[config.mk]
export PLATFORM = sky130hd
export DESIGN_NAME = sig_conditioner
export DESIGN_NICKNAME = d
export VERILOG_FILES = /design/src/rtl/sig_conditioner.sv
export SDC_FILE = /design/constraint.sdc
export NUM_CORES = 1
export LEC_CHECK = 0
export BUFFER_PORTS_ARGS = -buffer_cell sky130_fd_sc_hd__buf_2
export CORE_MARGIN = 1.5
export CORE_UTILIZATION = 50
export DETAILED_ROUTE_END_ITERATION = 8
export MAX_ROUTING_LAYER = met4
export PLACE_DENSITY_LB_ADDON = 0.08
export SYNTH_ARGS = -nofsm -noshare
export SYNTH_HDL_FRONTEND = slang
export SYNTH_SLANG_ARGS = --single-unit
[constraint.sdc]
create_clock -name clk -period 2.1 [get_ports clk]
set_clock_uncertainty 0.1 [all_clocks]
set_input_delay 0.21 -clock clk [delete_from_list [all_inputs] [get_ports clk]]
set_output_delay 0.21 -clock clk [all_outputs]
set_load 0.005 [all_outputs]
[src/rtl/sig_conditioner.sv]
// Board-input conditioner: synchronizer chain, debounce FSM with stability counter,
// and registered rise/fall pulses, toggle level and wrapping press counter.
module sig_conditioner #(
  parameter int SYNC_STAGES   = 2,
  parameter int STABLE_CYCLES = 4
) (
  input  logic       clk,
  input  logic       rst_n,
  input  logic       btn_in,
  output logic       sig,
  output logic       rise_pulse,
  output logic       fall_pulse,
  output logic       toggle,
  output logic [7:0] press_count
);

  localparam int              CW       = $clog2(STABLE_CYCLES + 1);
  localparam logic [CW-1:0]   CNT_LAST = CW'(STABLE_CYCLES - 1);
  localparam bit              ONE_SHOT = (STABLE_CYCLES == 1);

  typedef enum logic [1:0] {S_LOW, S_CHK_HIGH, S_HIGH, S_CHK_LOW} state_t;

  logic [SYNC_STAGES-1:0] sync_q;
  logic                   sync_out;
  state_t                 state;
  logic [CW-1:0]          cnt;

  always_ff @(posedge clk or negedge rst_n) begin
    if (!rst_n) sync_q <= '0;
    else        sync_q <= {sync_q[SYNC_STAGES-2:0], btn_in};
  end

  assign sync_out = sync_q[SYNC_STAGES-1];

  // Pulses default low every cycle so they can only last the one cycle they are set.
  always_ff @(posedge clk or negedge rst_n) begin
    if (!rst_n) begin
      state       <= S_LOW;
      cnt         <= '0;
      sig         <= 1'b0;
      rise_pulse  <= 1'b0;
      fall_pulse  <= 1'b0;
      toggle      <= 1'b0;
      press_count <= 8'd0;
    end else begin
      rise_pulse <= 1'b0;
      fall_pulse <= 1'b0;
      case (state)
        S_LOW: begin
          if (sync_out) begin
            if (ONE_SHOT) begin
              state       <= S_HIGH;
              sig         <= 1'b1;
              rise_pulse  <= 1'b1;
              toggle      <= ~toggle;
              press_count <= press_count + 8'd1;
            end else begin
              state <= S_CHK_HIGH;
              cnt   <= CW'(1);
            end
          end
        end
        S_CHK_HIGH: begin
          if (!sync_out) begin
            state <= S_LOW;
            cnt   <= '0;
          end else if (cnt == CNT_LAST) begin
            state       <= S_HIGH;
            cnt         <= '0;
            sig         <= 1'b1;
            rise_pulse  <= 1'b1;
            toggle      <= ~toggle;
            press_count <= press_count + 8'd1;
          end else begin
            cnt <= cnt + CW'(1);
          end
        end
        S_HIGH: begin
          if (!sync_out) begin
            if (ONE_SHOT) begin
              state      <= S_LOW;
              sig        <= 1'b0;
              fall_pulse <= 1'b1;
            end else begin
              state <= S_CHK_LOW;
              cnt   <= CW'(1);
            end
          end
        end
        S_CHK_LOW: begin
          if (sync_out) begin
            state <= S_HIGH;
            cnt   <= '0;
          end else if (cnt == CNT_LAST) begin
            state      <= S_LOW;
            cnt        <= '0;
            sig        <= 1'b0;
            fall_pulse <= 1'b1;
          end else begin
            cnt <= cnt + CW'(1);
          end
        end
        default: begin
          state <= S_LOW;
          cnt   <= '0;
        end
      endcase
    end
  end

endmodule

# Word-level counts from Yosys, hierarchy flattened
# Index checks and enable logic that the tools add are counted.
# word_totals
reg_bits	19
latchBits	0
mem_bits_rw	0
romBits	0
output_inout_bits	12
wordCells	52
memories	0
# classes
add_sub_neg	2
n_mul	0
div	0
magnitude_cmp	0
eq_ne	12
shift	0
muxes	23
bitwise_logic	1
reduce_logical	6
# ops
op	count
$mux W3	5
$mux W2	6
$ne A2 B2 Y1 const B	6
$pmux W3 S4	1
$mux W1	9
$add A8 B1 Y8 const B	1
$pmux W2 S4	1
$ne A3 B3 Y1 const B	2
$reduce_and A5 Y1	1
$eq A2 B2 Y1 const B	2
$reduce_and A4 Y1	1
$add A3 B1 Y3 const B	1
$eq A3 B2 Y1 const B	1
$reduce_and A3 Y1	1
$eq A2 B1 Y1 const B	1
$logic_not A2 Y1	1
$pmux W1 S2	1
$reduce_and A2 Y1	1
$reduce_bool A2 Y1	1
$not A1 Y1	1

# Depth between registers and ports, before layout
# Gate-level depths: netlist of the first run.
# depth
word_depth	4
ltp_mapped	4
ltp_nobuf	4

# Worst setup path after synthesis of the first run
# Ideal clock, no wire load.
# synth_timing
kind	register -> register
from	register cnt[0]
to	register press_count[1]
arrival_time_ps	1273
path_slack_ps	602
stages_incl_launch_ff	5
path_buffers	0
period_less_slack_ps	1498
path_cell_list	dfrtp_1 > ha_1 > nand3b_1 > nor2_4 > mux2_2
# synth_via
elab_chain_cells	2
# synth_lines
item	line_no	source
start: declaration	26	logic [CW-1:0] cnt;
start signal: assignment	75	cnt <= cnt + CW'(1);
start signal: assignment	100	cnt <= cnt + CW'(1);
$eq A3 B2 Y1	67	end else if (cnt == CNT_LAST) begin
$reduce_and A3 Y1 (no source line)	-	
end signal: assignment	56	press_count <= press_count + 8'd1;
end signal: assignment	73	press_count <= press_count + 8'd1;
end: declaration	14	output logic [7:0] press_count
# No other way between the ends.
# A chain may end at the register's enable or synchronous reset.

# Final worst setup path of the first run
# Same ends and word-level chain as after synthesis.

==> results.cfg, run 1 <==
[run_status]
outcome = finished clean

[critical_path]
worst_r2r_path_depth = 4
critical_path_peak_fanout = 7
critPathArrivalTime_ps = 1740
r2r-end = press_count[1]
crit_path_end = press_count[1]
start_to_end_type_of_the_worst_setup_path = flop to flop
critical_path_required_ps = 2190
regToRegStartpoint = cnt[0]
timing.critical_path.to_type = flop
setup.worst_path.start_class = flop
cp-startpoint = cnt[0]
r2r_slack_ps = 450

[detailed_routing]
remaining_drcs = 0
drt_pre_antenna_iters = 4
wirelength_um = 1290
drt_iter0_markers = 5
viasPerCell = 5.16
vias = 521
antenna_left = 0
detail_route.wl_per_cell_um = 12.7

[global_routing]
global_route.overflow_total = 0
via_count_of_the_first_global_routing_pass = 521
grtUsageTotal = 0.177
grt_pass1_wl_um = 2280
grt_start_max_net_pins = 20
grt_antenna_before_repair = 0

[timing]
hold_ws_ps = 267
period_minus_slack_ps = 1650
max_freq_mhz = 606
timing.setup.tns_ps = 0
post-route-period-util = 0.786
setup_viol = 0
hold_viol_final = 0
grt_setup_unrepaired = false
max_slew_margin = 0.732
worst_margin_slew_ps = 402
slew_violations = 0

[logic_synthesis]
syn_area_um2 = 800
yosys.area.top_type = dfrtp_1
ys_warn_count = 0
yosys_top_cell_area_share = 0.595
synth.ff_latch_count = 19
syn-instance-count = 65
netlist_top_cells_area = dfrtp_1, xor2_1, nor3_1
postSynthAreaPerCell_um2 = 12.3
synth_fp_nets = 70
post_synth_num_cell_types = 21
seq_area_frac_synth = 0.595

[clocking]
clkSinkCount = 19
clkTransAtPathRegs_ps = 100
insertion_delay_ps = 300
root_buffer = clkbuf_4
max-clock-path-buffers = 2
post-cts-setup-buffer-count = 0
tritoncts = yes
numCtsBuffers = 3
ctsResizeCount = 0
ctsHtreeMaxLevel = 1

[die]
total_die_area_um2 = 1850
fp.coreArea_um2 = 1510
row_count = 14
fp.dieW_um = 43.0
die_h_um = 43.0
top_level_ports = 15
floorplan.initialDensity = 0.531

[placement]
numPlacedInstances = 95
place.gp.congestion = 0.801
detailedPlacementHpwl_um = 895
placement.io_buffers = 14

[pwr]
power_density_cells_nw_per_um2 = 981
leakage_nw = 0.481
peakVddDrop_mv = 0.684

[layout]
design.final.nets = 91
fillers = 128
syn2layout_area_growth_pct = 17.1
antenna_cells = 0
final-seq-area_um2 = 475
multi_input_comb_area_um2 = 320
final_cells = 101
drive_gt1_frac = 0.247

[worst_hold_path]
hold_path_class = primary input to asynchronous set/reset pin

[flow_run]
count_of_max_cap_constraint_violations = 0
## cells in the final DEF, fill, tap and decap left out, types with 2 or more instances in the layout
cell type	count
dfrtp_1	19
o21a_1	2
nand3b_1	2
nor2b_1	2
nand2_1	5
o21ai_0	3
clkbuf_4	3
ha_1	2
dlygate4sd3_1	2
nor3b_1	2
buf_2	14
nand3_1	3
nor3_1	6
xor2_1	9
## Yosys cell counts (all sizes together)
cell and number:
xor2 9, nand3b 2, nand2 5, inv 1, dfrtp 19, nor2 2, a21oi 1, o21bai 1
nand3 3, nor4 1, nor2b 2, or2b 1, xnor2 1, nor3 6, ha 2, nand4b 1
o21a 2, o21ai 3, nor3b 2, mux2 1
## power by group
group / total [mW] / switching [mW] / leakage, nW / internal (mW)
clock: 0.180 / 0.106 / 0.0150 / 0.0740
sequential: 0.511 / 0.0766 / 0.245 / 0.434
combinational: 0.227 / 0.111 / 0.221 / 0.116
total: 0.918 / 0.294 / 0.481 / 0.624
## critical path: stages (launching register included)
cell and delay, ps:
dfrtp_1 370, ha_1 210, nand3b_1 270, nor2_4 250, mux2_2 350
## metal layers
metal  GRT usage  vias to the layer above  wire length, um
met1       0.235                      234              624
met2       0.248                       16              567
met4       0.127                        0               46
li1            -                      266                -
met5           -                        -                0
met3      0.0255                        5               46
## logic make-up (layout without fill, tap and decap cells)
logic type | count (synthesis) | count (layout) | share of synthesized area
fa+ha+maj | 2 | 2 | 0.0313
compound gates | 7 | 7 | 0.0532
xor+xnor | 10 | 10 | 0.110
flops | 19 | 19 | 0.595
simple gates | 25 | 25 | 0.192
buf+inv | 1 | 21 | 0.00469
mux | 1 | 1 | 0.0141
## area by class of cell
cell class,count,area share
sequential,19,0.508
multi-input combinational,45,0.342
timing repair buffer,16,0.0963
clock buffer,4,0.0281
tap,16,0.0214
inverter,1,0.00401
## through the flow
stage	util	power (mW)	setup slack [ps]	area (um^2)
floorplan	-	0.663	602	800
global placement	0.591	0.738	511	890
finish	0.621	0.918	450	936
detailed placement	0.591	0.743	453	890
CTS	0.621	0.931	437	936
global route	0.621	0.985	286	936
## timing repair
item,4_1_cts,5_1_grt
endpoints found under the setup margin,0,0
hold endpoints to repair,20,0
hold buffers,2,0
## state kept, by name, indices dropped and copies added, names as in the netlist, named ones only
signal,flops
press_count,8
cnt,3
rise_pulse,1
toggle,1
sig,1
state,1
sync_q,2
fall_pulse,1
## how the worst min path moves through the flow
| stage | startpoint | end | slack, ps | cells past startpoint |
|---|---|---|---|---|
| 2_1_floorplan | rst_n | asynchronous set/reset pin | -190 | 0 |
| 3_3_place_gp | rst_n | sig | 60 | 1 |
| 3_5_place_dp | rst_n | sig | 60 | 1 |
| 4_1_cts | sync_q[0] | sync_q[1] | 270 | 0 |
| 5_1_grt | sync_q[0] | sync_q[1] | 280 | 0 |
| 6_report | rst_n | press_count[3] | 270 | 2 |
Note: power is estimated with default switching activity, not from simulation.
==> inputs of run 2 (changes only) <==
--- a/config.mk
+++ b/config.mk
@@ -5,9 +5,10 @@
 export SDC_FILE = /design/constraint.sdc
 export NUM_CORES = 1
 export LEC_CHECK = 0
+export ABC_AREA = 1
 export BUFFER_PORTS_ARGS = -buffer_cell sky130_fd_sc_hd__buf_2
 export CORE_MARGIN = 1.5
-export CORE_UTILIZATION = 50
+export CORE_UTILIZATION = 48
 export DETAILED_ROUTE_END_ITERATION = 8
 export MAX_ROUTING_LAYER = met4
 export PLACE_DENSITY_LB_ADDON = 0.08
==> constraint.sdc (replaced) <==
create_clock -name clk -period 1.35 [get_ports clk]
set_clock_uncertainty 0.1 [all_clocks]
set_input_delay 0.135 -clock clk [delete_from_list [all_inputs] [get_ports clk]]
set_output_delay 0.135 -clock clk [all_outputs]
set_load 0.005 [all_outputs]
==> results.cfg, run 2 <==
[logic_synthesis]
synth.ff_latch_count = 19
synthMostInstantiatedCell = nand2_1
syn_area_um2 = 886
netlist_top_cells_area = dfrtp_1, nand2_1, inv_1
ranking_of_synthesized_cells_by_instance_count = nand2_1, dfrtp_1, inv_1, nand3_1, nor2_1
post_synth_num_cell_types = 19
seq_area_frac_synth = 0.537
synth_fp_nets = 104
syn-instance-count = 99
ys_warn_count = 0
synthArstFlopShare = 1.00
synth_enable_flop_cells = 0
yosys_most_used_dff = dfrtp_1
yosys.area.top_type = dfrtp_1
yosys_top_cell_area_share = 0.537
postSynthAreaPerCell_um2 = 8.95

[timing]
max_freq_mhz = 790
post-route-period-util = 0.937
worst_margin_slew_ps = 414
slew_violations = 0
period_minus_slack_ps = 1270
hold_viol_final = 0
final.setup.worst_slack_ps = 84.7
setup_viol = 0
max_slew_margin = 0.724

[global_routing]
grt_antenna_before_repair = 0
grt_start_max_net_pins = 20
via_count_of_the_first_global_routing_pass = 589
grtUsageTotal = 0.180
global_route.overflow_total = 0
grt_pass1_wl_um = 2560

[die]
row_count = 15
die_h_um = 46.0
fp.coreArea_um2 = 1730
top_level_ports = 15
floorplan.initialDensity = 0.513
total_die_area_um2 = 2110
fp.dieW_um = 46.0

[worst_hold_path]
hold_path_class = primary input to asynchronous set/reset pin

[detailed_routing]
vias = 673
antenna_left = 0
drt_pre_antenna_iters = 4
drt_iter0_markers = 11
detail_route.wl_per_cell_um = 10.4
viasPerCell = 4.61
wirelength_um = 1530
remaining_drcs = 0

[placement]
detailedPlacementHpwl_um = 1030
pre_cts_ws_ps = -3.69
numPlacedInstances = 138
place.gp.congestion = 0.785
placement.io_buffers = 14

[flow_run]
count_of_max_cap_constraint_violations = 0

[critical_path]
setup.worst_path.start_class = flop
critPathArrivalTime_ps = 1360
start_to_end_type_of_the_worst_setup_path = flop to flop
critical_path_peak_fanout = 8
critical_path_required_ps = 1450
timing.critical_path.to_type = flop

[pwr]
internal-power_mw = 0.961
peakVddDrop_mv = 0.932
power_mw = 1.45
sw_frac_of_total = 0.336
switchingPower_mw = 0.487
power_density_cells_nw_per_um2 = 1360
power_frac_comb = 0.259
sequentialPowerShare = 0.544
leakage_nw = 0.561
share_clk_of_total_power = 0.197

[layout]
final_cells = 146
finalCoreUtilization = 0.617
most-common-layout-cells = nand2_1, dfrtp_1, buf_2
drive_gt1_frac = 0.248
largestRegisters = press_count x8, cnt x3, sync_q x2
multi_input_comb_area_um2 = 378
layout.cells.most_common = nand2_1
fillers = 161
final-seq-area_um2 = 475
design.final.nets = 127
syn2layout_area_growth_pct = 20.3
largest_reg_flops = 8
registers.top_by_ff_count = press_count
antenna_cells = 0

[run_status]
outcome = finished clean

[clocking]
tritoncts = yes
clkTransAtPathRegs_ps = 110
ctsHtreeMaxLevel = 1
max-clock-path-buffers = 2
insertion_delay_ps = 290
root_buffer = clkbuf_4
numCtsBuffers = 3
clkSinkCount = 19
[run 2: timing repair]
item | in CTS | in global routing
hold buffers | 2 | 0
pin swaps | 0 | 3
buffers inserted | 1 | 0
gates resized for setup | 0 | 4
endpoints found under the hold margin | 20 | 0
cloned | 1 | 0
setup endpoints to repair | 4 | 10
[run 2: cell families (layout without fill, tap and decap cells)]
group / Yosys count / after routing / synth area share
compound gates: 6 / 6 / 0.0353
xor+xnor: 3 / 3 / 0.0381
fa+ha+maj: 2 / 2 / 0.0282
buf+inv: 14 / 35 / 0.0720
flops: 19 / 19 / 0.537
simple gates: 55 / 56 / 0.290
[run 2: path summary, 6_finish.rpt]
| check | from | end | slack [ps] | depth (start not counted) |
|---|---|---|---|---|
| max in group asynchronous | rst_n | press_count[0] | 670 | 2 |
| max | cnt[0] | press_count[4] | 80 | 6 |
| min | rst_n | press_count[2] | 190 | 2 |
| max reg2reg | cnt[0] | press_count[4] | 80 | 6 |
| min reg2reg | sync_q[0] | sync_q[1] | 270 | 0 |
| min in group clk | sync_q[0] | sync_q[1] | 270 | 0 |
[run 2: critical path, cell delays in order, from the launching register on]
cell and delay, ps:
dfrtp_1 420, ha_4 160, nand3_4 110, nor2_8 200, inv_2 70, nand2_1 60, nand2_1 50
[run 2: layout make-up]
cell class / count / area share
clock buffers: 3 / 0.0211
clock inverters: 1 / 0.00469
flip-flops and latches: 19 / 0.446
multi-input cells: 67 / 0.354
inverters: 13 / 0.0458
well taps: 25 / 0.0293
repair buffers: 18 / 0.0986
[run 2: per-layer routing]
metal / global-route usage / vias to the layer above / wire length (um)
met3: 0.0357 / 2 / 50
met4: 0.0857 / 0 / 21
met5: - / - / 0
met1: 0.259 / 306 / 811
met2: 0.239 / 11 / 641
li1: - / 354 / -
[run 2: per-stage QoR]
| step | TNS [ps] | hold WS [ps] | area (um^2) |
|---|---|---|---|
| 2_1_floorplan | 0 | -261 | 886 |
| 3_5_place_dp | -3.69 | -10.8 | 980 |
| 3_3_place_gp | 0 | -8.21 | 980 |
| 5_1_grt | -17.9 | 239 | 1070 |
| 4_1_cts | 0 | 198 | 1050 |
| 6_report | 0 | 191 | 1070 |
[run 2: power groups by stage]
stage | registers, mW | clock network, mW | logic (mW)
floorplan | 0.782 | 0 | 0.227
global placement | 0.786 | 0 | 0.338
detailed placement | 0.788 | 0 | 0.346
CTS | 0.778 | 0.300 | 0.365
global route | 0.810 | 0.312 | 0.433
finish | 0.788 | 0.285 | 0.375
==> inputs of run 3 (changes only) <==
--- a/config.mk
+++ b/config.mk
@@ -8,7 +8,7 @@
 export ABC_AREA = 1
 export BUFFER_PORTS_ARGS = -buffer_cell sky130_fd_sc_hd__buf_2
 export CORE_MARGIN = 1.5
-export CORE_UTILIZATION = 48
+export CORE_UTILIZATION = 50
 export DETAILED_ROUTE_END_ITERATION = 8
 export MAX_ROUTING_LAYER = met4
 export PLACE_DENSITY_LB_ADDON = 0.08
==> constraint.sdc (replaced) <==
create_clock -name clk -period 1.45 [get_ports clk]
set_clock_uncertainty 0.1 [all_clocks]
set_input_delay 0.145 -clock clk [delete_from_list [all_inputs] [get_ports clk]]
set_output_delay 0.145 -clock clk [all_outputs]
set_load 0.005 [all_outputs]
==> results.cfg, run 3 (synthesis gave the netlist of run 2 again) <==
[run_status]
outcome = finished clean

[die]
top_level_ports = 15
floorplan.initialDensity = 0.524
row_count = 15
fp.dieW_um = 45.1
fp.coreArea_um2 = 1690
total_die_area_um2 = 2030
die_h_um = 45.1

[clocking]
numCtsBuffers = 3
clkTransAtPathRegs_ps = 100
root_buffer = clkbuf_4
clkSinkCount = 19
ctsHtreeMaxLevel = 1
max-clock-path-buffers = 2
insertion_delay_ps = 290
tritoncts = yes

[layout]
finalCoreUtilization = 0.619
most-common-layout-cells = nand2_1, dfrtp_1, buf_2
drive_gt1_frac = 0.230
registers.top_by_ff_count = press_count
post-route-cell-area_um2 = 1040
largest_reg_flops = 8
layout.cells.most_common = nand2_1
antenna_cells = 0
fillers = 157
largestRegisters = press_count x8, cnt x3, sync_q x2
syn2layout_area_growth_pct = 17.9
design.final.nets = 128

[global_routing]
global_route.overflow_total = 0
grt_antenna_before_repair = 0
grt_start_max_net_pins = 20
grtUsageTotal = 0.172
via_count_of_the_first_global_routing_pass = 572
grt_pass1_wl_um = 2420

[critical_path]
critPathArrivalTime_ps = 1480
setup.worst_path.start_class = flop
timing.critical_path.to_type = flop
slowest_stage = dfrtp_1
critical_path_peak_fanout = 7
worstPathCellList = ha_2, nand3_4, nor2_8, buf_4, xor2_2
cp-startpoint = cnt[0]
regToRegStartpoint = cnt[0]
critical_path_required_ps = 1580
worst_r2r_path_depth = 5
start_to_end_type_of_the_worst_setup_path = flop to flop
crit_path_max_cell_delay_ps = 370

[timing]
max_slew_margin = 0.734
max_freq_mhz = 740
timing.setup.tns_ps = 0
grt_setup_unrepaired = false
setup_viol = 0
hold_viol_final = 0
slew_violations = 0
post-route-period-util = 0.932
period_minus_slack_ps = 1350
worst_margin_slew_ps = 399

[detailed_routing]
drt_iter0_markers = 9
detail_route.wl_per_cell_um = 10.7
wirelength_um = 1490
drt_pre_antenna_iters = 4
viasPerCell = 4.84
antenna_left = 0
vias = 673
remaining_drcs = 0

[placement]
placement.io_buffers = 14
detailed_place.area_um2 = 962
detailedPlacementHpwl_um = 1040
place.gp.congestion = 0.769

[flow_run]
count_of_max_cap_constraint_violations = 0

[worst_hold_path]
hold_path_class = primary input to asynchronous set/reset pin

[pwr]
power_density_cells_nw_per_um2 = 1270
leakage_nw = 0.563
peakVddDrop_mv = 0.986
run 3: stage by stage:
step	hold WS [ps]	power, mW	setup slack [ps]	std cells
global route	247	1.42	13.6	139
global placement	1.45	1.04	110	129
detailed placement	1.28	1.05	84.8	129
floorplan	-251	0.939	185	99
finish	202	1.32	99.3	139
CTS	215	1.32	73.6	135
run 3: layout make-up:
class                           instances  area, um^2  area share
Timing Repair Buffer                   19         113       0.108
Clock buffer                            4        26.3      0.0251
Multi-Input combinational cell         67         360       0.345
Sequential cell                        19         475       0.455
Tap cell                               17        21.3      0.0204
Inverter                               13        48.8      0.0467
run 3: report_power, final:
group	switching, mW	internal (mW)	leakage (nW)	total, mW
registers	0.0930	0.632	0.249	0.725
logic	0.190	0.151	0.299	0.342
clock network	0.151	0.107	0.0150	0.258
run 3: final timing paths:
path                                   to  slack (ps)
max                                toggle         100
min                        press_count[2]         200
max reg2reg                        toggle         100
min reg2reg                     sync_q[1]         270
max in group asynchronous      fall_pulse         760
min in group clk                sync_q[1]         270
run 3: timing repair:
| item | CTS | global route |
|---|---|---|
| hold endpoints to repair | 20 | 0 |
| gates resized for setup | 0 | 1 |
| setup endpoints to repair | 0 | 6 |
| hold buffers | 2 | 0 |
| buffers inserted | 0 | 3 |
run 3: layer usage:
metal,GRT usage,part of all wire
met1,0.251,0.52
met2,0.240,0.43
met3,0.0240,0.037
met4,0.0706,0.0087
met5,-,0
run 3: critical path, delay by kind of cell (launching register included):
family | cells | cell delay (ps)
AND/OR/NAND/NOR | 2 | 330
flip-flops | 1 | 370
adder cells (fa/ha/maj) | 1 | 210
XOR/XNOR | 1 | 120
buffers and inverters | 1 | 150
